==> src/rtl/uart_pkg.sv <==
// uart_pkg
//   Definitions shared by the UART frame receiver and the future transmitter.
//   - rx_state_t : frame FSM states (IDLE, START, DATA, STOP)
//   - DATA_BITS  : payload bits per frame (8N1)
package uart_pkg;

  localparam int DATA_BITS = 8;

  typedef enum logic [1:0] {
    IDLE,
    START,
    DATA,
    STOP
  } rx_state_t;

endpackage

==> src/rtl/uart_baud_tick.sv <==
// uart_baud_tick
//   Bit-timing counter. It counts enabled cycles from zero and raises tick
//   in the cycle where the count equals the terminal value. The count then
//   wraps to zero, so each tick starts a fresh interval. clr holds the count
//   at zero, which keeps it from free-running while the receiver is idle.
// Ports
//   clk   in   1      system clock
//   rst   in   1      asynchronous active-high reset
//   clr   in   1      force the count to zero; suppresses tick
//   en    in   1      advance the count
//   term  in   CNT_W  terminal count; tick fires when count == term
//   tick  out  1      combinational interval marker
module uart_baud_tick #(
  parameter int CNT_W = 4
) (
  input  logic             clk,
  input  logic             rst,
  input  logic             clr,
  input  logic             en,
  input  logic [CNT_W-1:0] term,
  output logic             tick
);

  logic [CNT_W-1:0] cnt;

  assign tick = en && !clr && (cnt == term);

  always_ff @(posedge clk or posedge rst) begin
    if (rst) begin
      cnt <= '0;
    end else if (clr || tick) begin
      cnt <= '0;
    end else if (en) begin
      cnt <= cnt + CNT_W'(1);
    end
  end

endmodule

==> src/rtl/uart_rx_frame.sv <==
// uart_rx_frame
//   8N1 UART receiver: LSB first, line idle high. rxd is synchronised, a
//   falling edge starts a frame, and each bit is sampled near its centre.
//   A good byte goes into a one-entry valid/ready holding register.
// Ports
//   clk        in   1  system clock
//   rst        in   1  asynchronous active-high reset
//   rxd        in   1  serial input, asynchronous to clk
//   rx_data    out  8  received byte, stable while rx_valid=1
//   rx_valid   out  1  holding register occupied
//   rx_ready   in   1  consumer takes the byte when rx_valid & rx_ready
//   frame_err  out  1  one-cycle pulse: stop bit was 0, byte discarded
//   overrun    out  1  one-cycle pulse: good byte dropped, register full
//   busy       out  1  FSM not in IDLE
module uart_rx_frame
  import uart_pkg::*;
#(
  parameter int BAUD_SET_COUNTER = 1085
) (
  input  logic                 clk,
  input  logic                 rst,
  input  logic                 rxd,
  output logic [DATA_BITS-1:0] rx_data,
  output logic                 rx_valid,
  input  logic                 rx_ready,
  output logic                 frame_err,
  output logic                 overrun,
  output logic                 busy
);

  localparam int HALF_BIT = BAUD_SET_COUNTER / 2;
  localparam int CNT_W    = $clog2(BAUD_SET_COUNTER);
  localparam int BIT_W    = $clog2(DATA_BITS);

  // The counter runs from 0 to the terminal value inclusive.
  // These terminals therefore give HALF_BIT and BAUD_SET_COUNTER cycles.
  localparam logic [CNT_W-1:0] HALF_TC  = CNT_W'(HALF_BIT - 1);
  localparam logic [CNT_W-1:0] BIT_TC   = CNT_W'(BAUD_SET_COUNTER - 1);
  localparam logic [BIT_W-1:0] LAST_BIT = BIT_W'(DATA_BITS - 1);

  logic                 rxd_p0, rxd_p1, rxd_p2;
  logic                 fall;
  rx_state_t            state, state_d;
  logic                 baud_clr, baud_en, tick;
  logic [CNT_W-1:0]     term;
  logic [BIT_W-1:0]     bit_cnt;
  logic [DATA_BITS-1:0] rx_shift;
  logic                 shift_en, load_good, stop_bad;

  // Stage p0/p1: two-flop synchroniser. Stage p2: previous level, for edge detect.
  always_ff @(posedge clk or posedge rst) begin
    if (rst) begin
      rxd_p0 <= 1'b1;
      rxd_p1 <= 1'b1;
      rxd_p2 <= 1'b1;
    end else begin
      rxd_p0 <= rxd;
      rxd_p1 <= rxd_p0;
      rxd_p2 <= rxd_p1;
    end
  end

  assign fall = rxd_p2 && !rxd_p1;

  uart_baud_tick #(
    .CNT_W (CNT_W)
  ) u_baud (
    .clk  (clk),
    .rst  (rst),
    .clr  (baud_clr),
    .en   (baud_en),
    .term (term),
    .tick (tick)
  );

  assign baud_en = (state != IDLE);
  assign busy    = (state != IDLE);

  // Frame FSM: state register.
  always_ff @(posedge clk or posedge rst) begin
    if (rst) state <= IDLE;
    else     state <= state_d;
  end

  always_comb begin
    state_d   = state;
    baud_clr  = 1'b0;
    term      = BIT_TC;
    shift_en  = 1'b0;
    load_good = 1'b0;
    stop_bad  = 1'b0;
    case (state)
      IDLE: begin
        // The counter stays cleared here. A line stuck low cannot restart
        // a frame; only a fresh falling edge can.
        baud_clr = 1'b1;
        if (fall) state_d = START;
      end
      START: begin
        term = HALF_TC;
        if (tick) state_d = rxd_p1 ? IDLE : DATA;
      end
      DATA: begin
        if (tick) begin
          shift_en = 1'b1;
          if (bit_cnt == LAST_BIT) state_d = STOP;
        end
      end
      STOP: begin
        if (tick) begin
          state_d   = IDLE;
          load_good = rxd_p1;
          stop_bad  = !rxd_p1;
        end
      end
      default: state_d = IDLE;
    endcase
  end

  always_ff @(posedge clk or posedge rst) begin
    if (rst)                bit_cnt <= '0;
    else if (state == IDLE) bit_cnt <= '0;
    else if (shift_en)      bit_cnt <= bit_cnt + BIT_W'(1);
  end

  // Bits arrive LSB first. Each new bit enters at the MSB and shifts right,
  // so the first bit ends at bit 0 after eight samples.
  always_ff @(posedge clk) begin
    if (shift_en) rx_shift <= {rxd_p1, rx_shift[DATA_BITS-1:1]};
  end

  // Holding register. It is written when empty, or when the current byte is
  // taken in this same cycle. Otherwise the old byte stays and the new one
  // is reported as an overrun.
  always_ff @(posedge clk or posedge rst) begin
    if (rst) begin
      rx_data   <= '0;
      rx_valid  <= 1'b0;
      frame_err <= 1'b0;
      overrun   <= 1'b0;
    end else begin
      frame_err <= stop_bad;
      overrun   <= 1'b0;
      if (load_good) begin
        if (!rx_valid || rx_ready) begin
          rx_data  <= rx_shift;
          rx_valid <= 1'b1;
        end else begin
          overrun <= 1'b1;
        end
      end else if (rx_valid && rx_ready) begin
        rx_valid <= 1'b0;
      end
    end
  end

endmodule

==> config.mk <==
export PLATFORM = sky130hd
export DESIGN_NAME = uart_rx_frame
export DESIGN_NICKNAME = d
export VERILOG_FILES = /design/src/rtl/uart_pkg.sv /design/src/rtl/uart_baud_tick.sv /design/src/rtl/uart_rx_frame.sv
export SDC_FILE = /design/constraint.sdc
export NUM_CORES = 1
export LEC_CHECK = 0
export CORE_MARGIN = 5
export CORE_UTILIZATION = 55
export CTS_BUF_LIST = sky130_fd_sc_hd__clkbuf_2 sky130_fd_sc_hd__clkbuf_4 sky130_fd_sc_hd__clkbuf_8
export DETAILED_ROUTE_END_ITERATION = 8
export GPL_TIMING_DRIVEN = 0
export PLACE_DENSITY = 0.87
export SYNTH_ARGS = -nofsm -noshare
export SYNTH_HDL_FRONTEND = slang
export SYNTH_SLANG_ARGS = --single-unit
==> constraint.sdc <==
create_clock -name clk -period 3.9 [get_ports clk]
set_clock_uncertainty 0.05 [all_clocks]
set_input_delay 0.585 -clock clk [delete_from_list [all_inputs] [get_ports clk]]
set_output_delay 0.585 -clock clk [all_outputs]
set_load 0.05 [all_outputs]
Word-level counts from Yosys, hierarchy flattened
Cells that the tools add are included.

Flip-flop bits (word level): 38. Input bits: 4. Output and inout port bits: 12. Logic and storage cells: 65.

Add/subtract/negate cells: 2. Equal/unequal tests: 11. Multiplexer cells: 24. Reductions and logical operators: 17.

Operators by type and width (number): 11-bit two-way mux (3); 1-bit two-way mux (12); 2-bit two-way mux (6); 11-bit by 1-bit adder with 11-bit output, second input constant (1); 11-bit equality test (1); 2-bit by 1-bit inequality test with 1-bit output, second input constant (4); 2-bit one-hot mux with 4 select lines (1); 2-bit nonzero test (4); 3-bit two-way mux (2); 5-bit AND reduction (1); 2-bit equality test, second input constant (2); 1-bit logical AND (4); 2-bit inequality test, second input constant (2); 2-bit AND reduction (2); 3-bit by 1-bit adder with 3-bit output, second input constant (1); 3-bit equality test, second input constant (1); 1-bit zero test (3); 2-bit by 1-bit equality test with 1-bit output, second input constant (1); 2-bit zero test (1); 1-bit logical OR (2).

Logic depth before layout (Yosys ltp)
Depth after elaboration: 9. Depth in mapped cells: 6. Depth with buffers taken out: 4.

Modules after synthesis
Synthesis repeated with hierarchy kept, for this count alone.

Cells, all modules: 138. Area total of the unflattened synthesis: 1730.4 µm².

Modules (own cells, without submodules): uart_rx_frame (times used 1, cells each 67, area each 1041.0 µm²); uart_baud_tick (times used 1, cells each 71, area each 689.4 µm²).

Worst setup path after synthesis
OpenSTA, ideal clock, no wires.

Kind: reg2reg. Start point: register u_baud.cnt[1]. End point: register rx_shift[0] (enable). Arrival: 1466 ps. Setup slack: 2009 ps. Stages on the path, launching flop included: 5. Period minus slack after synthesis: 1891 ps. Path through: dfrtp_1 > nor4_1 > o211ai_1 > buf_2 > nor2_1.

Word-level cells in the longest chain between the ends: 4.

RTL lines: start: declaration (line uart_baud_tick.sv:24) `logic [CNT_W-1:0] cnt;`; start signal: assignment (line uart_baud_tick.sv:34) `cnt <= cnt + CNT_W'(1);`; 11-bit equality test (line uart_baud_tick.sv:26) `assign tick = en && !clr && (cnt == term);`; 1-bit logical AND (line uart_baud_tick.sv:26); 1-bit two-way mux (line uart_rx_frame.sv:104) `if (tick) begin`; 1-bit two-way mux (line uart_rx_frame.sv:92) `case (state)`; via shift_en (line uart_rx_frame.sv:48) `logic shift_en, load_good, stop_bad;`; end signal: assignment (line uart_rx_frame.sv:129) `if (shift_en) rx_shift <= {rxd_p1, rx_shift[DATA_BITS-1:1]};`; end: declaration (line uart_rx_frame.sv:47) `logic [DATA_BITS-1:0] rx_shift;`.

The timed path passes the listed nets, and every way through them passes these cells. A chain may end at the register's enable or synchronous reset.

==> metrics.md <==
| Metric | Value |
|---|---|
| Grt ovf | 0 |
| Area Overhead vs Synth | 16.1% |
| Final Hold Viols | 0 |
| Placer Congestion | about 0.81 |
| Fmax | 0.379 GHz |
| Synth Flop Type | dfrtp_1 |
| Clk sinks | 38 |
| Post-synth EDFFs | 8 |
| Area share of and/or/nand/nor cells after synthesis | 13.8% |
| Worst-path clk slew | around 0.11 ns |
| Worst-Margin Slew | 1.09 ns |
| Initial Utilization | a little under three fifths |
| Post-synth top cells | dfrtp_1 (27), nor2_1 (15), edfxtp_1 (8), mux2_4 (8), xor2_1 (8) |
| Worst hold margin | 0.314 ns |
| Final WL | 2.46 mm |
| CP Class | flop to output port |
| Share of cells above drive strength 1 | 16.8% |
| CP max stage cell | clkdlybuf4s50_1 |
| CTS buffer count | 5 |
| PD cells | 435 nW/um^2 |
| CTS max path bufs | 2 |
| Leakage | 0.819 nW |
| Min Tclk post-route | between 2 and 3 ns |
| Cts-stage hold buffer count | 0 |
| # DRC | 0 |
| Setup_tns | 0 ns |
| Synth Instances | 120 |
| Clock tree from TritonCTS | yes |
| Yosys cell types | 33 |
| Pin count of the biggest net entering global routing | 31 |
| Crit path cell chain | clkbuf_1 > or2_2 > clkdlybuf4s50_1 |
| CTS root buf | clkbuf_4 |
| DRT iter0 DRCs | between 40 and 50 |
| Peak supply drop | roughly 400 uV |
| Compound-Gate Fraction of Synth Area | under 10% |
| Synth Register Bits | 38 |
| Row cnt | 19 |
| Synth area leader | dfrtp_1 |
| Total Routing Usage GR | 14.0% |
| Die width | 63.5 um |
| Post-synth top area share | 42.9% |
| Endpoint class of the critical path | output port |
| Fin crit share | 67.7% |
| Startpoint types | flop |
| Synthesized area | 1570 um^2 |
| R2R setup slack | 1.62 ns |
| Clock H-tree levels | 2 |
| Quantity of I/O buffers inserted on ports | 15 |
| Synth Area in XOR/XNOR | 5.01% |
| CP arrival | 2.00 ns |
| Worst Path Max Fanout | 10 |
| Synth async-reset ratio | 78.9% |
| IO Pins | 16 |
| Via density | 5.59 |
| Yosys warns | 0 |
| Sequential fraction of the synthesis area | between 60% and 70% |
| Adder-Cell Fraction of Synth Area | 2.38% |
| Routed len/inst | between 10 and 15 um |
| Hpwl dp | 1.76 mm |
| Slew HR | 27.2% |
| DRT antenna net count | 0 |
| Critical Path RT | ~3.3 ns |
| Die footprint | roughly 4000 um^2 |
| RSZ-0062 raised after global routing | false |
| Slew Viols, Final | 0 |
| Setup Viol. Count Final | 0 |
| Vias in the first global route | 986 |
| Antenna violations before repair | 0 |
| Worst-skew pair later-pin latency | ~0.34 ns |
| First-pass DRT Iterations | 4 |
| Most common cell in the netlist | dfrtp_1 |
| Avg Cell Area, Syn | 13.1 um^2 |
| Post-Syn Nets | around 130 |
| Worst hold-check path type | flop to flop |
| Vias | 972 |
| Setup Fix Bufs, Post-CTS | 0 |
| Post-synthesis mux area share | 7.63% |
| MaxCap Viol Count | 0 |
| Die Span Y | 63.5 um |
| First-pass GRT wire length | between 4 and 5 mm |
| Synth top area cells | dfrtp_1 (43%), edfxtp_1 (15%), mux2_4 (7.6%), dfstp_2 (5.0%), xor2_1 (4.5%) |
| Core Area | 2760 um^2 |
| ANT cells | 0 |
| Layout Nets | 149 |
| Delay of the slowest cell on the worst path | 0.80 ns |
| Outcome | finished clean |
| Largest family of logic cells by synthesized area | simple AND/OR/NAND/NOR gates |
| Post-cts resize count | 0 |
-- power by group --
group	internal (mW)	switching [mW]	total, mW
Clock	0.0866	0.124	0.211
Combinational	0.0437	0.0538	0.0975
Sequential	0.441	0.0451	0.486
Total	0.571	0.223	0.795
-- sequential cells by signal, indices dropped and copies added (netlist names), named ones only --
signal / flops
bit_cnt: 3
frame_err: 1
overrun: 1
rx_data: 8
rx_shift: 8
rx_valid: 1
rxd_p0: 1
rxd_p1: 1
rxd_p2: 1
state: 1
u_baud.cnt: 11
-- cell usage in the layout (no fill, tap or decap), types with 3 or more instances in the layout --
master | netlist | final
nand2_1 | 5 | 5
dfrtp_1 | 27 | 27
nand3_1 | 5 | 5
nor2_1 | 15 | 15
clkdlybuf4s50_1 | 0 | 15
dfstp_2 | 3 | 3
mux2_4 | 8 | 8
ha_1 | 3 | 3
edfxtp_1 | 8 | 8
nand4_1 | 4 | 4
xor2_1 | 8 | 8
nor3_1 | 3 | 3
clkbuf_4 | 0 | 5
inv_1 | 4 | 4
o21ai_0 | 3 | 3
-- per-layer routing --
metal	up-vias	GRT usage, %	wire [um]
met5	-	0	0
met4	0	9.09	46
met3	5	5.15	150
met2	23	22.1	1200
met1	482	15.9	1070
li1	462	-	-
-- worst paths after layout --
check                                          start                     end  depth (start not counted)
min                                 rxd_p0$_DFF_PP1_        rxd_p1$_DFF_PP1_                          0
min reg2reg                         rxd_p0$_DFF_PP1_        rxd_p1$_DFF_PP1_                          0
max reg2reg                u_baud.cnt[1]$_DFFE_PP0P_   rx_shift[4]$_DFFE_PP_                          4
max                                             flop                    busy                          3
min in group asynchronous                        rst  rx_data[2]$_DFFE_PP0P_                          2
max in group asynchronous                        rst  bit_cnt[2]$_DFFE_PP0P_                          2
-- through the flow --
stage                     power (mW)  utilization, %  cells  instance area, um^2  setup WS, ns
after global placement         0.579            63.9    166                 1760          1.66
after floorplan                0.558               -    120                 1570          2.01
final                          0.795            66.2    174                 1830          1.26
after CTS                      0.804            66.2    174                 1830          1.24
after detailed placement       0.592            63.9    166                 1760          1.60
after global routing           0.841            66.2    174                 1830          1.16
-- critical path, delay by kind of cell (launching register included) --
family	cells	cell delay, ns
buffers and inverters	2	1.11
flip-flops	1	0.35
AND/OR/NAND/NOR	1	0.20
-- logic make-up after synthesis --
group                    Yosys count
AND/OR/NAND/NOR                   42
flip-flops                        38
AO/OA/AOI/OAI                     11
XOR/XNOR                           9
buffers and inverters              9
multiplexers                       8
adder cells (fa/ha/maj)            3
-- final cells by class --
cell class              instances  area, um^2
flip-flops and latches         38         995
fillers                       215         931
multi-input cells              73         536
repair buffers                 15         150
clock buffers                   6        51.3
well taps                      31        38.8
plain buffers                   5        28.8
inverters                       4        15.0
clock inverters                 2        12.5
(Power assumes the default switching activity.)
